File: config.mk
export PLATFORM = sky130hd
export DESIGN_NAME = turret_aim_ctrl
export DESIGN_NICKNAME = d
export VERILOG_FILES = /design/src/rtl/turret_pkg.sv /design/src/rtl/servo_slew_pwm.sv /design/src/rtl/turret_aim_ctrl.sv
export SDC_FILE = /design/constraint.sdc
export NUM_CORES = 1
export LEC_CHECK = 0
export ABC_AREA = 1
export BUFFER_PORTS_ARGS = -buffer_cell sky130_fd_sc_hd__buf_2
export CAP_MARGIN = 10
export CORE_ASPECT_RATIO = 0.7
export CORE_UTILIZATION = 35
export DETAILED_ROUTE_END_ITERATION = 8
export SLEW_MARGIN = 20
export SYNTH_ARGS = -nofsm -noshare
export SYNTH_HDL_FRONTEND = slang
export SYNTH_SLANG_ARGS = --single-unit
File: constraint.sdc
create_clock -name fclk -period 4.9 [get_ports fclk]
set_clock_uncertainty 0.15 [all_clocks]
set_input_delay 0.98 -clock fclk [delete_from_list [all_inputs] [get_ports fclk]]
set_output_delay 0.98 -clock fclk [all_outputs]
set_load 0.005 [all_outputs]
File: src/rtl/turret_pkg.sv
// turret_pkg: shared types and constants for the turret aim controller.
//   aim_state_t   - controller states (IDLE, AIM, SETTLE, FIRE)
//   ZONES         - number of grid cells (3x3)
//   ZONE_PRIO     - cell search order: centre, edges, corners
//   zone_row/col  - cell index to grid row/column
package turret_pkg;

  localparam int unsigned ZONES = 9;

  typedef enum logic [1:0] {
    IDLE,
    AIM,
    SETTLE,
    FIRE
  } aim_state_t;

  localparam logic [3:0] ZONE_PRIO [ZONES] = '{
    4'd4, 4'd1, 4'd3, 4'd5, 4'd7, 4'd0, 4'd2, 4'd6, 4'd8
  };

  function automatic logic [1:0] zone_row(input logic [3:0] idx);
    case (idx)
      4'd0, 4'd1, 4'd2: zone_row = 2'd0;
      4'd3, 4'd4, 4'd5: zone_row = 2'd1;
      default:          zone_row = 2'd2;
    endcase
  endfunction

  function automatic logic [1:0] zone_col(input logic [3:0] idx);
    case (idx)
      4'd0, 4'd3, 4'd6: zone_col = 2'd0;
      4'd1, 4'd4, 4'd7: zone_col = 2'd1;
      default:          zone_col = 2'd2;
    endcase
  endfunction

endpackage

File: src/rtl/servo_slew_pwm.sv
// servo_slew_pwm: one servo axis. Holds the current pulse width, slews it
// toward target_width by at most SLEW_STEP per frame_tick, and drives a
// registered PWM bit that is high while frame_cnt < current width.
//   fclk, reset   - clock, asynchronous active-high reset
//   frame_tick    - slew update strobe (last cycle of a frame)
//   frame_cnt     - shared frame counter
//   target_width  - width to slew toward
//   pwm           - servo PWM output
//   at_target     - current width equals target_width
module servo_slew_pwm #(
  parameter int unsigned    W          = 8,
  parameter logic [W-1:0]   HOME_WIDTH = '0,
  parameter logic [W-1:0]   SLEW_STEP  = 1
) (
  input  logic         fclk,
  input  logic         reset,
  input  logic         frame_tick,
  input  logic [W-1:0] frame_cnt,
  input  logic [W-1:0] target_width,
  output logic         pwm,
  output logic         at_target
);

  logic [W-1:0] width_q, width_d;
  logic [W-1:0] diff;
  logic         pwm_q, pwm_d;

  // Width only moves on the frame's last cycle, where the PWM is already low,
  // so every frame is produced with a single consistent width.
  always_comb begin
    width_d = width_q;
    diff    = '0;
    if (frame_tick) begin
      if (width_q < target_width) begin
        diff    = target_width - width_q;
        width_d = (diff > SLEW_STEP) ? width_q + SLEW_STEP : target_width;
      end else if (width_q > target_width) begin
        diff    = width_q - target_width;
        width_d = (diff > SLEW_STEP) ? width_q - SLEW_STEP : target_width;
      end
    end
    pwm_d = (frame_cnt < width_q);
  end

  always_ff @(posedge fclk or posedge reset) begin
    if (reset) begin
      width_q <= HOME_WIDTH;
      pwm_q   <= 1'b0;
    end else begin
      width_q <= width_d;
      pwm_q   <= pwm_d;
    end
  end

  assign pwm       = pwm_q;
  assign at_target = (width_q == target_width);

endmodule

File: src/rtl/turret_aim_ctrl.sv
// turret_aim_ctrl: picks one cell from a 3x3 zone-hit vector, slews pan/tilt
// servos to it, waits for settling, then issues a timed fire pulse if armed.
//   fclk, reset    - clock, asynchronous active-high reset
//   zone_valid     - one-cycle strobe qualifying zone
//   zone[8:0]      - hit vector, index = row*3+col
//   arm            - fire enable level
//   pan_pwm/tilt_pwm - servo PWM outputs
//   fire           - trigger drive
//   target_valid   - a target is latched
//   target_idx     - latched cell
//   busy           - in AIM, SETTLE or FIRE
// Optional feature macro: AIM_AUTO_HOME_EN (idle homing to centre).
module turret_aim_ctrl
  import turret_pkg::*;
#(
  parameter int unsigned PWM_PERIOD     = 2_000_000,
  parameter int unsigned PULSE_MIN      = 100_000,
  parameter int unsigned PULSE_STEP     = 50_000,
  parameter int unsigned SLEW_STEP      = 5_000,
  parameter int unsigned SETTLE_PERIODS = 10,
  parameter int unsigned FIRE_CYCLES    = 5_000_000,
  parameter int unsigned HOME_PERIODS   = 250
) (
  input  logic             fclk,
  input  logic             reset,
  input  logic             zone_valid,
  input  logic [ZONES-1:0] zone,
  input  logic             arm,
  output logic             pan_pwm,
  output logic             tilt_pwm,
  output logic             fire,
  output logic             target_valid,
  output logic [3:0]       target_idx,
  output logic             busy
);

  localparam int unsigned W  = $clog2(PWM_PERIOD);
  localparam int unsigned SW = $clog2(SETTLE_PERIODS + 1);
  localparam int unsigned FW = $clog2(FIRE_CYCLES + 1);

  localparam logic [W-1:0]  LAST_CNT    = W'(PWM_PERIOD - 1);
  localparam logic [W-1:0]  CENTRE      = W'(PULSE_MIN + PULSE_STEP);
  localparam logic [W-1:0]  SLEW_W      = W'(SLEW_STEP);
  localparam logic [SW-1:0] SETTLE_LAST = SW'(SETTLE_PERIODS - 1);
  localparam logic [FW-1:0] FIRE_LAST   = FW'(FIRE_CYCLES - 1);

  if (PULSE_MIN + 2 * PULSE_STEP >= PWM_PERIOD) begin : g_width_cfg_err
    $error("turret_aim_ctrl: PULSE_MIN + 2*PULSE_STEP must be below PWM_PERIOD");
  end
  if (SETTLE_PERIODS == 0 || FIRE_CYCLES == 0 || HOME_PERIODS == 0) begin : g_count_cfg_err
    $error("turret_aim_ctrl: SETTLE_PERIODS, FIRE_CYCLES and HOME_PERIODS must be nonzero");
  end

  function automatic logic [W-1:0] axis_width(input logic [1:0] pos);
    axis_width = W'(PULSE_MIN + 32'(pos) * PULSE_STEP);
  endfunction

  aim_state_t    state_q, state_d;
  logic [W-1:0]  cnt_q, cnt_d;
  logic [W-1:0]  pan_tgt_q, pan_tgt_d, tilt_tgt_q, tilt_tgt_d;
  logic [SW-1:0] settle_q, settle_d;
  logic [FW-1:0] fire_cnt_q, fire_cnt_d;
  logic [3:0]    idx_q, idx_d;
  logic          tv_q, tv_d;
  logic          fire_q, fire_d;
  logic          slew_en_q, slew_en_d;
  logic          frame_tick, slew_tick;
  logic          pan_at, tilt_at;
  logic [3:0]    sel_idx;
  logic          sel_found;
  logic          do_latch;
`ifdef AIM_AUTO_HOME_EN
  localparam int unsigned HW = $clog2(HOME_PERIODS + 1);
  logic [HW-1:0] home_q, home_d;
`endif

  assign frame_tick = (cnt_q == LAST_CNT);
  // Slewing is frozen after an abort so the servos hold where they stopped.
  assign slew_tick  = frame_tick & slew_en_q;
  assign cnt_d      = frame_tick ? '0 : cnt_q + 1'b1;

  always_comb begin
    sel_idx   = 4'd4;
    sel_found = 1'b0;
    for (int unsigned i = 0; i < ZONES; i++) begin
      if (!sel_found && zone[ZONE_PRIO[i]]) begin
        sel_idx   = ZONE_PRIO[i];
        sel_found = 1'b1;
      end
    end
  end

  always_comb begin
    state_d    = state_q;
    tv_d       = tv_q;
    idx_d      = idx_q;
    pan_tgt_d  = pan_tgt_q;
    tilt_tgt_d = tilt_tgt_q;
    settle_d   = settle_q;
    fire_cnt_d = fire_cnt_q;
    slew_en_d  = slew_en_q;
    do_latch   = 1'b0;
    case (state_q)
      IDLE: begin
        if (zone_valid && sel_found) do_latch = 1'b1;
      end
      AIM, SETTLE: begin
        if (zone_valid) begin
          if (sel_found) begin
            do_latch = 1'b1;
          end else begin
            state_d   = IDLE;
            tv_d      = 1'b0;
            slew_en_d = 1'b0;
          end
        end else if (state_q == AIM) begin
          if (frame_tick && pan_at && tilt_at) begin
            state_d  = SETTLE;
            settle_d = '0;
          end
        end else if (frame_tick) begin
          if (settle_q == SETTLE_LAST) begin
            state_d    = arm ? FIRE : IDLE;
            fire_cnt_d = '0;
          end else begin
            settle_d = settle_q + 1'b1;
          end
        end
      end
      FIRE: begin
        if (fire_cnt_q == FIRE_LAST) begin
          state_d = IDLE;
          tv_d    = 1'b0;
        end else begin
          fire_cnt_d = fire_cnt_q + 1'b1;
        end
      end
      default: state_d = IDLE;
    endcase
    if (do_latch) begin
      state_d    = AIM;
      tv_d       = 1'b1;
      idx_d      = sel_idx;
      pan_tgt_d  = axis_width(zone_col(sel_idx));
      tilt_tgt_d = axis_width(zone_row(sel_idx));
      slew_en_d  = 1'b1;
    end
`ifdef AIM_AUTO_HOME_EN
    home_d = home_q;
    if (zone_valid) begin
      home_d = '0;
    end else if (state_q == IDLE && !tv_q && frame_tick) begin
      if (home_q == HW'(HOME_PERIODS - 1)) begin
        home_d     = '0;
        pan_tgt_d  = CENTRE;
        tilt_tgt_d = CENTRE;
        slew_en_d  = 1'b1;
      end else begin
        home_d = home_q + 1'b1;
      end
    end
`endif
    fire_d = (state_d == FIRE);
  end

  always_ff @(posedge fclk or posedge reset) begin
    if (reset) begin
      state_q    <= IDLE;
      cnt_q      <= '0;
      pan_tgt_q  <= CENTRE;
      tilt_tgt_q <= CENTRE;
      settle_q   <= '0;
      fire_cnt_q <= '0;
      idx_q      <= 4'd4;
      tv_q       <= 1'b0;
      fire_q     <= 1'b0;
      slew_en_q  <= 1'b0;
`ifdef AIM_AUTO_HOME_EN
      home_q     <= '0;
`endif
    end else begin
      state_q    <= state_d;
      cnt_q      <= cnt_d;
      pan_tgt_q  <= pan_tgt_d;
      tilt_tgt_q <= tilt_tgt_d;
      settle_q   <= settle_d;
      fire_cnt_q <= fire_cnt_d;
      idx_q      <= idx_d;
      tv_q       <= tv_d;
      fire_q     <= fire_d;
      slew_en_q  <= slew_en_d;
`ifdef AIM_AUTO_HOME_EN
      home_q     <= home_d;
`endif
    end
  end

  servo_slew_pwm #(.W(W), .HOME_WIDTH(CENTRE), .SLEW_STEP(SLEW_W)) u_pan (
    .fclk(fclk), .reset(reset), .frame_tick(slew_tick), .frame_cnt(cnt_q),
    .target_width(pan_tgt_q), .pwm(pan_pwm), .at_target(pan_at)
  );

  servo_slew_pwm #(.W(W), .HOME_WIDTH(CENTRE), .SLEW_STEP(SLEW_W)) u_tilt (
    .fclk(fclk), .reset(reset), .frame_tick(slew_tick), .frame_cnt(cnt_q),
    .target_width(tilt_tgt_q), .pwm(tilt_pwm), .at_target(tilt_at)
  );

  assign fire         = fire_q;
  assign target_valid = tv_q;
  assign target_idx   = idx_q;
  assign busy         = (state_q != IDLE);

endmodule

# Word level (Yosys, flattened, before mapping)
# Index checks and enable logic that the tools add are counted.
# totals
ff_bits,143
# classes
n_addsub,13
n_mul,2
order_cmp,10
eq_ne,27
muxes,61
n_bitwise,2
n_reduce_logical,40
# ops
operator,count
$mux 21,9
$mux 23,5
$gt 21x13->1 const B,4
$lt 21x21->1,4
$sub 21x21->21,4
$pmux 23 s2,1
$mux 4,11
$add 21x13->21 const B,2
$eq 21x21->1,2
$gt 21x21->1,2
$sub 21x13->21 const B,2
$add 17x18->19 const A,2
$mul 2x12->14 const B,2
$add 23x1->23 const B,1
$eq 23x23->1 const B,1
$mux 2,11
$add 21x1->21 const B,1
$eq 21x21->1 const B,1
$mux 1,18
$eq 4x3->1 const B,4
$reduce_bool 2->1,7
$ne 2x2->1 const B,6
$pmux 2 s2,3
$reduce_or 3->1,4
other kinds (23),48

# Depth between registers and ports, before layout
# Gate-level depths: netlist (run 1).
# logic_depth
word_depth,31
depth_mapped,23

# Hierarchy
# From an unflattened synthesis (run 1), not the netlist that was laid out.
# unflattened
hier_cells,2452
hier_area_um2,15025.7
# by_module_without_submodules
module,instances,cells_per_inst,area_per_inst_um2
servo_slew_pwm (u_tilt),1,932,5408.9
servo_slew_pwm (u_pan),1,929,5243.8
turret_aim_ctrl,1,591,4372.9

# Least setup slack after synthesis (run 1)
# OpenSTA, ideal clock, no wires.
# synth_timing
kind,flip-flop to flip-flop
startpoint,register u_tilt.width_q[4]
endpoint,register u_tilt.width_q[16]
setup_ps,117
t_arrival_ps,2548
t_required_ps,4633
setup_slack_ps,2085
path_stages_with_launch,21
n_path_buf,1
synth_period_minus_slack_ps,2815
cell_sequence,dfstp_2 inv_1 ha_1 fa_1 inv_1 nand2_1 nand2_1 nand2_1 nand2_1 nand2_1 nand2_1 nand2_1 nand2_1 nand2_2 nor2_8 nand3_4 buf_6 nand2_1 nand3_1 nand3_1 nand2_1
# synth_via
elab_chain_len,5
elab_cells_between_ends,14
cone_classes,add/sub (4); order compare (4); mux (4); reduce/logical (2)
# synth_rtl
element,line,text
start: declaration,servo_slew_pwm.sv:24,"logic [W-1:0] width_q, width_d;"
start signal: assignment,servo_slew_pwm.sv:50,width_q <= width_d;
$sub 21x21->21,servo_slew_pwm.sv:38,diff = width_q - target_width;
$gt 21x13->1,servo_slew_pwm.sv:39,width_d = (diff > SLEW_STEP) ? width_q - SLEW_STEP : target_width;
$mux 21,servo_slew_pwm.sv:39,
$mux 21,servo_slew_pwm.sv:37,end else if (width_q > target_width) begin
$mux 21,servo_slew_pwm.sv:34,if (width_q < target_width) begin
# Several ways; a longest one is shown, not always the timed one. The select of a mux whose other input is x is not followed.
# A chain may end at the register's enable or synchronous reset.

# Worst setup path after layout (run 1)
# layout_timing
startpoint,register pan_tgt_q[17]
endpoint,register u_pan.width_q[5]
# layout_via
elab_chain_len,5
elab_cells_between_ends,12
cone_classes,add/sub (2); order compare (4); mux (4); reduce/logical (2)
# layout_rtl
element,line,text
start: declaration,turret_aim_ctrl.sv:60,"logic [W-1:0] pan_tgt_q, pan_tgt_d, tilt_tgt_q, tilt_tgt_d;"
start signal: assignment,turret_aim_ctrl.sv:184,pan_tgt_q <= pan_tgt_d;
$sub 21x21->21,servo_slew_pwm.sv:38,
$gt 21x13->1,servo_slew_pwm.sv:39,
$mux 21,servo_slew_pwm.sv:39,
$mux 21,servo_slew_pwm.sv:37,
$mux 21,servo_slew_pwm.sv:34,
end signal: assignment,servo_slew_pwm.sv:50,
end: declaration,servo_slew_pwm.sv:24,
# Several ways; a longest one is shown, not always the timed one. The select of a mux whose other input is x is not followed.

==> results.py, run 1 <==
metrics = {
    "finish": {
        "fillerInstances": 3958,
        "drive_gt1_share_pct": 8.52,
        "area_growth_pct": 8.00,
        "layout.nets": 2247,
        "n_antenna_cell": 0,
        "stdcell_area_mm2": 0.0142,
    },
    "timing": {
        "tightestPinTransition_ps": 1060,
        "drv_slew": 0,
        "final.min_clock_period_ps": 4180,
        "finalSetupTns_ps": 0,
        "rsz0062_at_grt": "false",
        "slew-limit-headroom_pct": 29.1,
        "fmax_mhz": 239,
        "timing.final.crit_share_pct": 85.4,
        "finalHoldViolCount": 0,
        "setup_violations": 0,
    },
    "cts": {
        "post-cts-setup-buffers": 0,
        "htreeDepth": 4,
        "clk_latency_ps": 440,
        "cts-buffers-inserted": 17,
        "tritoncts": "done",
        "hold_buffers": 0,
        "clock_path_buffers": 2,
        "clockRootBuffer": "clkbuf_16",
        "cts.reportedPaths.clkPinSlew_ps": 60,
        "cts_resized": 0,
        "cts.sinks": 113,
    },
    "worst_setup_path": {
        "cpPeakStageDelay_ps": 660,
        "critical_path_arrival_ps": 4410,
        "cp_top_family": "simple AND/OR/NAND/NOR gates",
        "crit_type": "register to register",
        "rrSetupSlack_ps": 720,
        "slowest_stage": "dfstp_2",
        "cp-end-kind": "register",
        "path_cells": "inv_1, ha_1, nand2_1, inv_1, nand2_1, nand2_1, a21oi_1, nand2_1, a21oi_4, inv_2, nand3b_1, nand2_1, inv_1, nand2_1, nand2_1",
        "crit_fanout": 23,
        "path_buf_inv": 4,
        "path_common_cell": "nand2_1",
        "startpoint_type": "register",
        "worstPathRequired_ps": 5130,
    },
    "route": {
        "drt-pass1-iter-count": 8,
        "drtIter0Drc": 1772,
        "vias_per_cell": 5.31,
        "vias": 13900,
        "routed_wl_mm": 45.6,
        "drc": 0,
        "ant_nets": 0,
        "wl_per_cell_um": 17.4,
    },
    "min_path": {
        "hold_class": "register to register",
    },
    "global_routing": {
        "grt_usage_pct": 24.4,
        "overflow": 0,
        "grt_pass1_wl_mm": 71.4,
        "antenna_found_initial": 0,
        "grt_pass1_vias": 12300,
        "grt_max_degree": 75,
    },
    "floorplanning": {
        "die_x_um": 234,
        "io_pins": 22,
        "rows": 58,
        "core_area_mm2": 0.0364,
        "start_util_pct": 36.1,
        "die_height_um": 164,
        "dieArea_mm2": 0.0384,
    },
    "yosys": {
        "synthTopCellsByCount": "nand2_1 (666), inv_1 (311), nand3_1 (197)",
        "synth_area_mm2": 0.0131,
        "ys.flop_type": "dfrtp_1",
        "async_flop_share_pct": 100,
        "synth-edff-count": 0,
        "synth_cell_types": 51,
        "synth_top_area_cell": "nand2_1",
        "ys_ff_latch": 113,
        "yosys_warnings": 0,
        "synth_area_leaders": "nand2_1 (19%), dfrtp_1 (17%), ha_1 (10%)",
        "ys_seq_area_share_pct": 21.7,
        "syn_inst": 2128,
        "yosys.cell_count.top_type": "nand2_1",
        "synth_nets": 2252,
        "synth_top_area_share_pct": 19.0,
        "synth.avg_cell_area_um2": 6.18,
    },
    "placed_design": {
        "dp.final_hpwl_mm": 36.5,
        "dpl-instance-area_mm2": 0.0136,
        "portBuffers": 21,
        "routabilityCongestion": 1.02,
    },
    "outcome": {
        "status": "complete, no violations",
    },
    "pwr": {
        "p_leak_uw": 0.00743,
        "power_density_mw_per_mm2": 376,
        "ir_drop_mv": 0.273,
    },
    "flow_run": {
        "cap_violations": 0,
    },
}
-- sequential cells by signal, summed over array words and instances (netlist names) --
signal / count
cnt_q: 21
fire: 1
fire_cnt_q: 23
pan_tgt_q: 9
settle_q: 4
slew_en_q: 1
state_q: 2
target_idx: 4
target_valid: 1
tilt_tgt_q: 9
u_pan.pwm: 1
u_pan.width_q: 18
u_tilt.pwm: 1
u_tilt.width_q: 18
-- power breakdown --
part	switching (uW)	total [uW]	leakage [uW]	internal, uW
clock network	472	1210	0.000273	733
registers	164	1230	0.00145	1060
logic	2060	2910	0.00570	849
total	2690	5340	0.00743	2640
-- layout make-up --
| cell class | count | area (um2) | share of cell area, % |
|---|---|---|---|
| well taps | 480 | 601 | 4.23 |
| clock inverters | 9 | 82.6 | 0.581 |
| repair buffers | 30 | 173 | 1.22 |
| multi-input cells | 1623 | 8730 | 61.5 |
| flip-flops and latches | 113 | 2860 | 20.1 |
| inverters | 338 | 1280 | 8.99 |
| clock buffers | 23 | 478 | 3.37 |
-- per-layer routing --
layer	wire [um]	track usage, %
met5	0	0
met4	440	3.96
met3	5340	7.60
met2	16100	29.9
met1	23800	39.7
-- layout by cell type (no fill, tap or decap), drive strengths merged --
cell type / synthesis / routed
ha: 107 / 107
dfrtp: 88 / 88
xor2: 66 / 66
a21o: 3 / 3
or2: 4 / 4
o2111ai: 1 / 1
xnor2: 6 / 6
nand4: 73 / 73
o21a: 5 / 5
dfstp: 25 / 25
nor4: 15 / 15
o21ai: 83 / 83
clkbuf: 20 / 23
a221oi: 1 / 1
clkinv: 1 / 7
nand3: 204 / 204
o21bai: 3 / 3
o311ai: 1 / 1
and3: 1 / 1
buf: 34 / 30
nand2: 692 / 692
nor3b: 1 / 1
o211ai: 3 / 3
fa: 4 / 4
nor2: 182 / 182
o31ai: 15 / 15
clkinvlp: 0 / 2
inv: 337 / 337
nand3b: 9 / 9
a31oi: 10 / 10
and2: 2 / 2
a21oi: 81 / 81
bufinv: 0 / 1
a211oi: 7 / 7
nor3: 44 / 44
-- stage by stage --
| step | power [uW] | setup WS [ps] | std cells | utilization (%) | hold slack, ps |
|---|---|---|---|---|---|
| final | 5340 | 715 | 2616 | 39.0 | 329 |
| after global routing | 5750 | 520 | 2616 | 39.0 | 346 |
| after CTS | 5280 | 870 | 2616 | 39.0 | 329 |
| after detailed placement | 4050 | 886 | 2584 | 37.4 | 311 |
| after global placement | 4060 | 917 | 2584 | 37.4 | 313 |
| after floorplan | 3280 | 824 | 2128 | - | 312 |
-- worst reg2reg max path, stage by stage, from the launching register on --
cell and delay [ps]:
dfstp_2 660, inv_1 170, ha_1 420, nand2_1 170
inv_1 70, nand2_1 120, nand2_1 80, a21oi_1 210
nand2_1 150, a21oi_4 450, inv_2 320, nand3b_1 230
nand2_1 350, inv_1 350, nand2_1 130, nand2_1 90
-- path summary, 6_finish.rpt --
path / from / to / cells past startpoint
setup / recovery: pan_tgt_q[17]$_DFFE_PP1P_ / u_pan.width_q[5]$_DFFE_PP1P_ / 15
hold / removal: target_valid$_DFFE_PP0P_ / target_valid$_DFFE_PP0P_ / 2
hold reg to reg: target_valid$_DFFE_PP0P_ / target_valid$_DFFE_PP0P_ / 2
min in group asynchronous: reset / target_idx[0]$_DFFE_PP0P_ / 2
setup reg to reg: pan_tgt_q[17]$_DFFE_PP1P_ / u_pan.width_q[5]$_DFFE_PP1P_ / 15
max in group asynchronous: reset / pan_tgt_q[14]$_DFFE_PP1P_ / 3
-- logic make-up (layout without fill, tap and decap cells) --
group                      count (synthesis)  count (layout)  synth area share [%]
and+or+nand+nor                         1227            1227                  41.7
buffers and inverters                    392             400                  11.8
DFF                                      113             113                  21.7
xor gates and xnor gates                  72              72                  4.80
AOI/OAI and AO/OA                        213             213                  9.15
adders and majority gates                111             111                  10.8
Power figures use the tool's default switching activity.
==> inputs of run 2 (changes only) <==
Settings changed: CTS_CLUSTER_SIZE set to 8, RECOVER_POWER set to 100.
Clock period 4.9 ns to 5.4 ns, I/O delays scaled along.
==> results.py, run 2 (same netlist as run 1, synthesis figures left out) <==
metrics = {
    "flow_run": {
        "cap_violations": 1,
    },
    "cts": {
        "cts-buffers-inserted": 17,
        "cts.reportedPaths.clkPinSlew_ps": 60,
        "cts_resized": 0,
        "post-cts-setup-buffers": 0,
        "clockRootBuffer": "clkbuf_16",
        "tritoncts": "done",
        "cts.sinks": 113,
        "hold_buffers": 0,
        "clock_path_buffers": 2,
        "htreeDepth": 4,
        "clk_latency_ps": 440,
    },
    "worst_setup_path": {
        "path_cells": "inv_1, ha_1, nand2_1, nor2_1, nand2_1, nand3_1, nand2_1, nand2_1, a21oi_4, buf_4, inv_1, nand3b_1, nand2_1, inv_1, o21ai_0",
        "cp_top_family": "simple AND/OR/NAND/NOR gates",
        "startpoint_type": "register",
        "crit_fanout": 23,
        "worstPathRequired_ps": 5590,
        "cpPeakStageDelay_ps": 610,
        "path_buf_inv": 4,
        "crit_type": "register to register",
        "slowest_stage": "dfstp_2",
        "critical_path_arrival_ps": 4650,
        "path_common_cell": "nand2_1",
        "cp-end-kind": "register",
    },
    "finish": {
        "largestRegisters": "fire_cnt_q x23, cnt_q x21",
        "drive_gt1_share_pct": 7.03,
        "regArea_mm2": 0.00286,
        "layout_commonest_cell": "nand2_1",
        "area_growth_pct": 7.73,
        "regMostFlops": "fire_cnt_q",
        "fillerInstances": 3934,
        "n_antenna_cell": 0,
        "largest_reg_flops": 23,
        "most-common-layout-cells": "nand2_1 (669), inv_1 (315), nand3_1 (198), nor2_1 (161), ha_1 (107)",
        "fin_util_pct": 38.9,
        "multiInputGateArea_mm2": 0.00871,
        "layout.nets": 2244,
    },
    "floorplanning": {
        "die_x_um": 234,
        "io_pins": 22,
        "die_height_um": 164,
        "dieArea_mm2": 0.0384,
        "core_area_mm2": 0.0364,
        "start_util_pct": 36.1,
        "rows": 58,
    },
    "route": {
        "routed_wl_mm": 44.1,
        "vias_per_cell": 5.29,
        "drt-pass1-iter-count": 8,
        "wl_per_cell_um": 16.9,
        "drc": 0,
        "drtIter0Drc": 1476,
        "ant_nets": 0,
        "vias": 13800,
    },
    "timing": {
        "timing.final.crit_share_pct": 82.7,
        "slew-limit-headroom_pct": -93.4,
        "fmax_mhz": 224,
        "setup_violations": 0,
        "finalHoldViolCount": 0,
        "tightestPinTransition_ps": 2890,
        "final.min_clock_period_ps": 4460,
        "finalSetupTns_ps": 0,
        "rsz0062_at_grt": "false",
        "drv_slew": 58,
    },
    "outcome": {
        "violations": "max-capacitance violations, max-slew violations",
        "status": "finished with violations",
    },
    "placed_design": {
        "routabilityCongestion": 0.966,
        "dp.final_hpwl_mm": 35.3,
        "portBuffers": 21,
    },
    "global_routing": {
        "grt_pass1_wl_mm": 70.2,
        "grt_max_degree": 58,
        "antenna_found_initial": 1,
        "grt_pass1_vias": 12300,
        "overflow": 0,
        "grt_usage_pct": 23.6,
    },
    "min_path": {
        "hold_class": "register to register",
    },
    "pwr": {
        "ir_drop_mv": 0.240,
        "p_leak_uw": 0.00738,
        "power_density_mw_per_mm2": 342,
    },
}
## run 2: cell types whose count changed in the layout (fill, tap and decap cells not counted), sizes merged
cell,change
buf,-14
bufinv,+1
clkbuf,+9
clkinv,+1
clkinvlp,+2
inv,-2
## run 2: final cells by class
class,instances,area share (%)
Clock buffer,21,3.25
Clock inverter,11,0.927
Inverter,338,8.98
Multi-Input combinational cell,1623,61.5
Sequential cell,113,20.2
Tap cell,480,4.24
Timing Repair Buffer,27,0.927
## run 2: report_power, final
part | switching, uW | internal [uW] | total [uW]
logic | 1850 | 759 | 2610
registers | 130 | 961 | 1090
clock network | 442 | 706 | 1150
total | 2430 | 2420 | 4850
## run 2: metal layers
metal	GRT usage (%)	wire length, um	vias up
met5	0	13	-
met4	3.51	306	2
met3	5.69	4630	27
met2	30.6	16400	576
met1	38.4	22700	6404
li1	-	-	6824
## run 2: path summary, 6_finish.rpt
check                                           from                      endpoint  slack (ps)  cells past startpoint
setup / recovery           pan_tgt_q[17]$_DFFE_PP1P_  u_pan.width_q[4]$_DFFE_PP1P_         940                     15
hold / removal             target_idx[0]$_DFFE_PP0P_     target_idx[0]$_DFFE_PP0P_         330                      2
setup reg to reg           pan_tgt_q[17]$_DFFE_PP1P_  u_pan.width_q[4]$_DFFE_PP1P_         940                     15
hold reg to reg            target_idx[0]$_DFFE_PP0P_     target_idx[0]$_DFFE_PP0P_         330                      2
max in group asynchronous                      reset  u_pan.width_q[3]$_DFFE_PP0P_        1610                      3
min in group asynchronous                      reset     target_idx[1]$_DFFE_PP0P_        1320                      2
## run 2: worst reg2reg max path: cells and delay by family, from the launching register on
| kind | cells | cell delay, ps |
|---|---|---|
| adders and majority gates | 1 | 470 |
| and+or+nand+nor | 8 | 1720 |
| AOI/OAI and AO/OA | 2 | 310 |
| DFF | 1 | 610 |
| buffers and inverters | 4 | 1130 |
## run 2: stage by stage
stage          instance area, um2  setup WS, ps  std cells  hold WS [ps]  total power, uW
5_1_grt                     14200           685       2613           373             5220
3_5_place_dp                13600          1380       2581           316             3660
3_3_place_gp                13600          1380       2581           309             3640
4_1_cts                     14200          1460       2613           332             4830
6_report                    14200           936       2613           327             4850
2_1_floorplan               13100          1220       2128           312             2970
==> inputs of run 3 (changes only) <==
Clock period 5.4 ns to 4.62 ns, I/O delays scaled along.
==> results.py, run 3 (same netlist as run 1, synthesis figures left out) <==
metrics = {
    "outcome": {
        "status": "finished with violations",
        "violations": "max-capacitance violations, max-slew violations",
    },
    "worst_setup_path": {
        "crit_start": "pan_tgt_q[14]$_DFFE_PP1P_",
        "rrSetupSlack_ps": 310,
        "path_buf_inv": 3,
        "cpPeakStageDelay_ps": 810,
        "crit_type": "register to register",
        "crit_cells": 13,
        "slowest_stage": "dfstp_1",
        "crit_fanout": 23,
        "reg2reg_to": "u_pan.width_q[4]$_DFFE_PP1P_",
        "cp_top_family": "simple AND/OR/NAND/NOR gates",
        "path_common_cell": "nand2_1",
        "worstPathRequired_ps": 4810,
        "startpoint_type": "register",
        "cp-endpoint": "u_pan.width_q[4]$_DFFE_PP1P_",
        "cp-end-kind": "register",
        "worstReg2RegStart": "pan_tgt_q[14]$_DFFE_PP1P_",
        "critical_path_arrival_ps": 4500,
        "path_cells": "inv_1, ha_1, nand2_1, nor2_1, and2_0, nand2_1, nand2_1, a21oi_4, inv_2, nand3b_1, nand2_1, inv_1, o21ai_0",
        "reg2regPathDepth": 13,
    },
    "route": {
        "wl_per_cell_um": 17.2,
        "drc": 0,
        "drtIter0Drc": 1572,
        "drt-pass1-iter-count": 9,
        "vias_per_cell": 5.31,
        "vias": 13900,
        "routed_wl_mm": 45.0,
        "ant_nets": 0,
    },
    "global_routing": {
        "grt_usage_pct": 23.8,
        "grt_max_degree": 59,
        "overflow": 0,
        "grt_pass1_wl_mm": 70.4,
        "grt_pass1_vias": 12200,
        "antenna_found_initial": 2,
    },
    "timing": {
        "drv_slew": 58,
        "setup_violations": 0,
        "timing.final.crit_share_pct": 93.3,
        "final.min_clock_period_ps": 4310,
        "finalHoldViolCount": 0,
        "fmax_mhz": 232,
        "rsz0062_at_grt": "false",
        "slew-limit-headroom_pct": -86.9,
        "finalSetupTns_ps": 0,
        "tightestPinTransition_ps": 2790,
    },
    "cts": {
        "tritoncts": "done",
        "cts-buffers-inserted": 17,
        "clock_path_buffers": 2,
        "clk_latency_ps": 440,
        "cts.sinks": 113,
        "hold_buffers": 0,
        "htreeDepth": 4,
        "cts.reportedPaths.clkPinSlew_ps": 60,
        "cts_resized": 0,
        "clockRootBuffer": "clkbuf_16",
        "post-cts-setup-buffers": 0,
    },
    "pwr": {
        "switching_share_pct": 48.9,
        "pwr-share-comb_pct": 52.9,
        "power_density_mw_per_mm2": 404,
        "clock_power_share_pct": 24.7,
        "seqPwrFrac_pct": 22.4,
        "p_leak_uw": 0.00741,
        "total_power_uw": 5750,
        "p_sw_uw": 2810,
        "power.internal_uw": 2940,
        "ir_drop_mv": 0.373,
    },
    "floorplanning": {
        "rows": 58,
        "start_util_pct": 36.1,
        "die_height_um": 164,
        "core_area_mm2": 0.0364,
        "die_x_um": 234,
        "io_pins": 22,
        "dieArea_mm2": 0.0384,
    },
    "placed_design": {
        "portBuffers": 21,
        "routabilityCongestion": 1.03,
        "dp.final_hpwl_mm": 36.1,
    },
    "finish": {
        "most-common-layout-cells": "nand2_1 (667), inv_1 (313), nand3_1 (199), nor2_1 (159), ha_1 (107)",
        "layout_commonest_cell": "nand2_1",
        "largest_reg_flops": 23,
        "area_growth_pct": 8.14,
        "n_antenna_cell": 0,
        "regMostFlops": "fire_cnt_q",
        "drive_gt1_share_pct": 7.30,
        "largestRegisters": "fire_cnt_q x23, cnt_q x21",
        "layout.nets": 2247,
    },
    "min_path": {
        "min-delay-start": "target_valid$_DFFE_PP0P_",
        "hold_class": "register to register",
    },
    "flow_run": {
        "cap_violations": 1,
    },
}
[run 3: cell count changes in the layout (fill, tap and decap cells not counted), sizes merged]
cell	change
clkbuf	+4
clkinv	-1
bufinv	+2
inv	+1
clkinvlp	-3
[run 3: stage by stage]
stage                     setup slack, ps  util (%)  cell area, um2  instances  hold slack (ps)
after floorplan                       600         -           13100       2128              312
after global placement                743      37.5           13700       2584              310
after detailed placement              643      37.5           13700       2584              321
after CTS                             640      39.2           14300       2616              339
after global routing                  140      39.0           14200       2616              360
final                                 311      39.0           14200       2616              336
[run 3: worst min path at each step]
stage | to | slack [ps] | depth (start not counted)
6_report | target_valid$_DFFE_PP0P_ | 340 | 2
5_1_grt | target_idx[1]$_DFFE_PP0P_ | 360 | 2
4_1_cts | target_valid$_DFFE_PP0P_ | 340 | 2
3_5_place_dp | target_valid$_DFFE_PP0P_ | 320 | 2
3_3_place_gp | target_valid$_DFFE_PP0P_ | 310 | 2
2_1_floorplan | cnt_q[2]$_DFF_PP0_ | 310 | 1
[run 3: power by group through the flow]
stage,clock (uW),sequential [uW],combinational [uW]
2_1_floorplan,0,1240,2240
3_3_place_gp,0,1290,2990
3_5_place_dp,0,1300,2980
4_1_cts,1440,1280,3000
5_1_grt,1480,1300,3400
6_report,1420,1290,3040
[run 3: cell type report]
cell class,count,area [um2]
clock inverter,10,158
inverter,338,1270
clock buffer,22,464
tap,480,601
fill,3936,22200
sequential,113,2860
timing repair buffer,30,158
multi-input combinational,1623,8710
[run 3: layer usage]
metal / up-vias / global-route usage (%) / part of all wire (%)
li1: 6821 / - / -
met1: 6347 / 39.4 / 51
met2: 677 / 29.4 / 35
met3: 45 / 6.75 / 13
met4: 2 / 3.16 / 0.84
met5: - / 0 / 0.029
[run 3: worst reg2reg max path: stages, from the launching register on]
cell and delay, ps:
dfstp_1 810, inv_1 240, ha_1 510, nand2_1 200
nor2_1 230, and2_0 210, nand2_1 90, nand2_1 150
a21oi_4 150, inv_2 370, nand3b_1 190, nand2_1 440
inv_1 240, o21ai_0 260
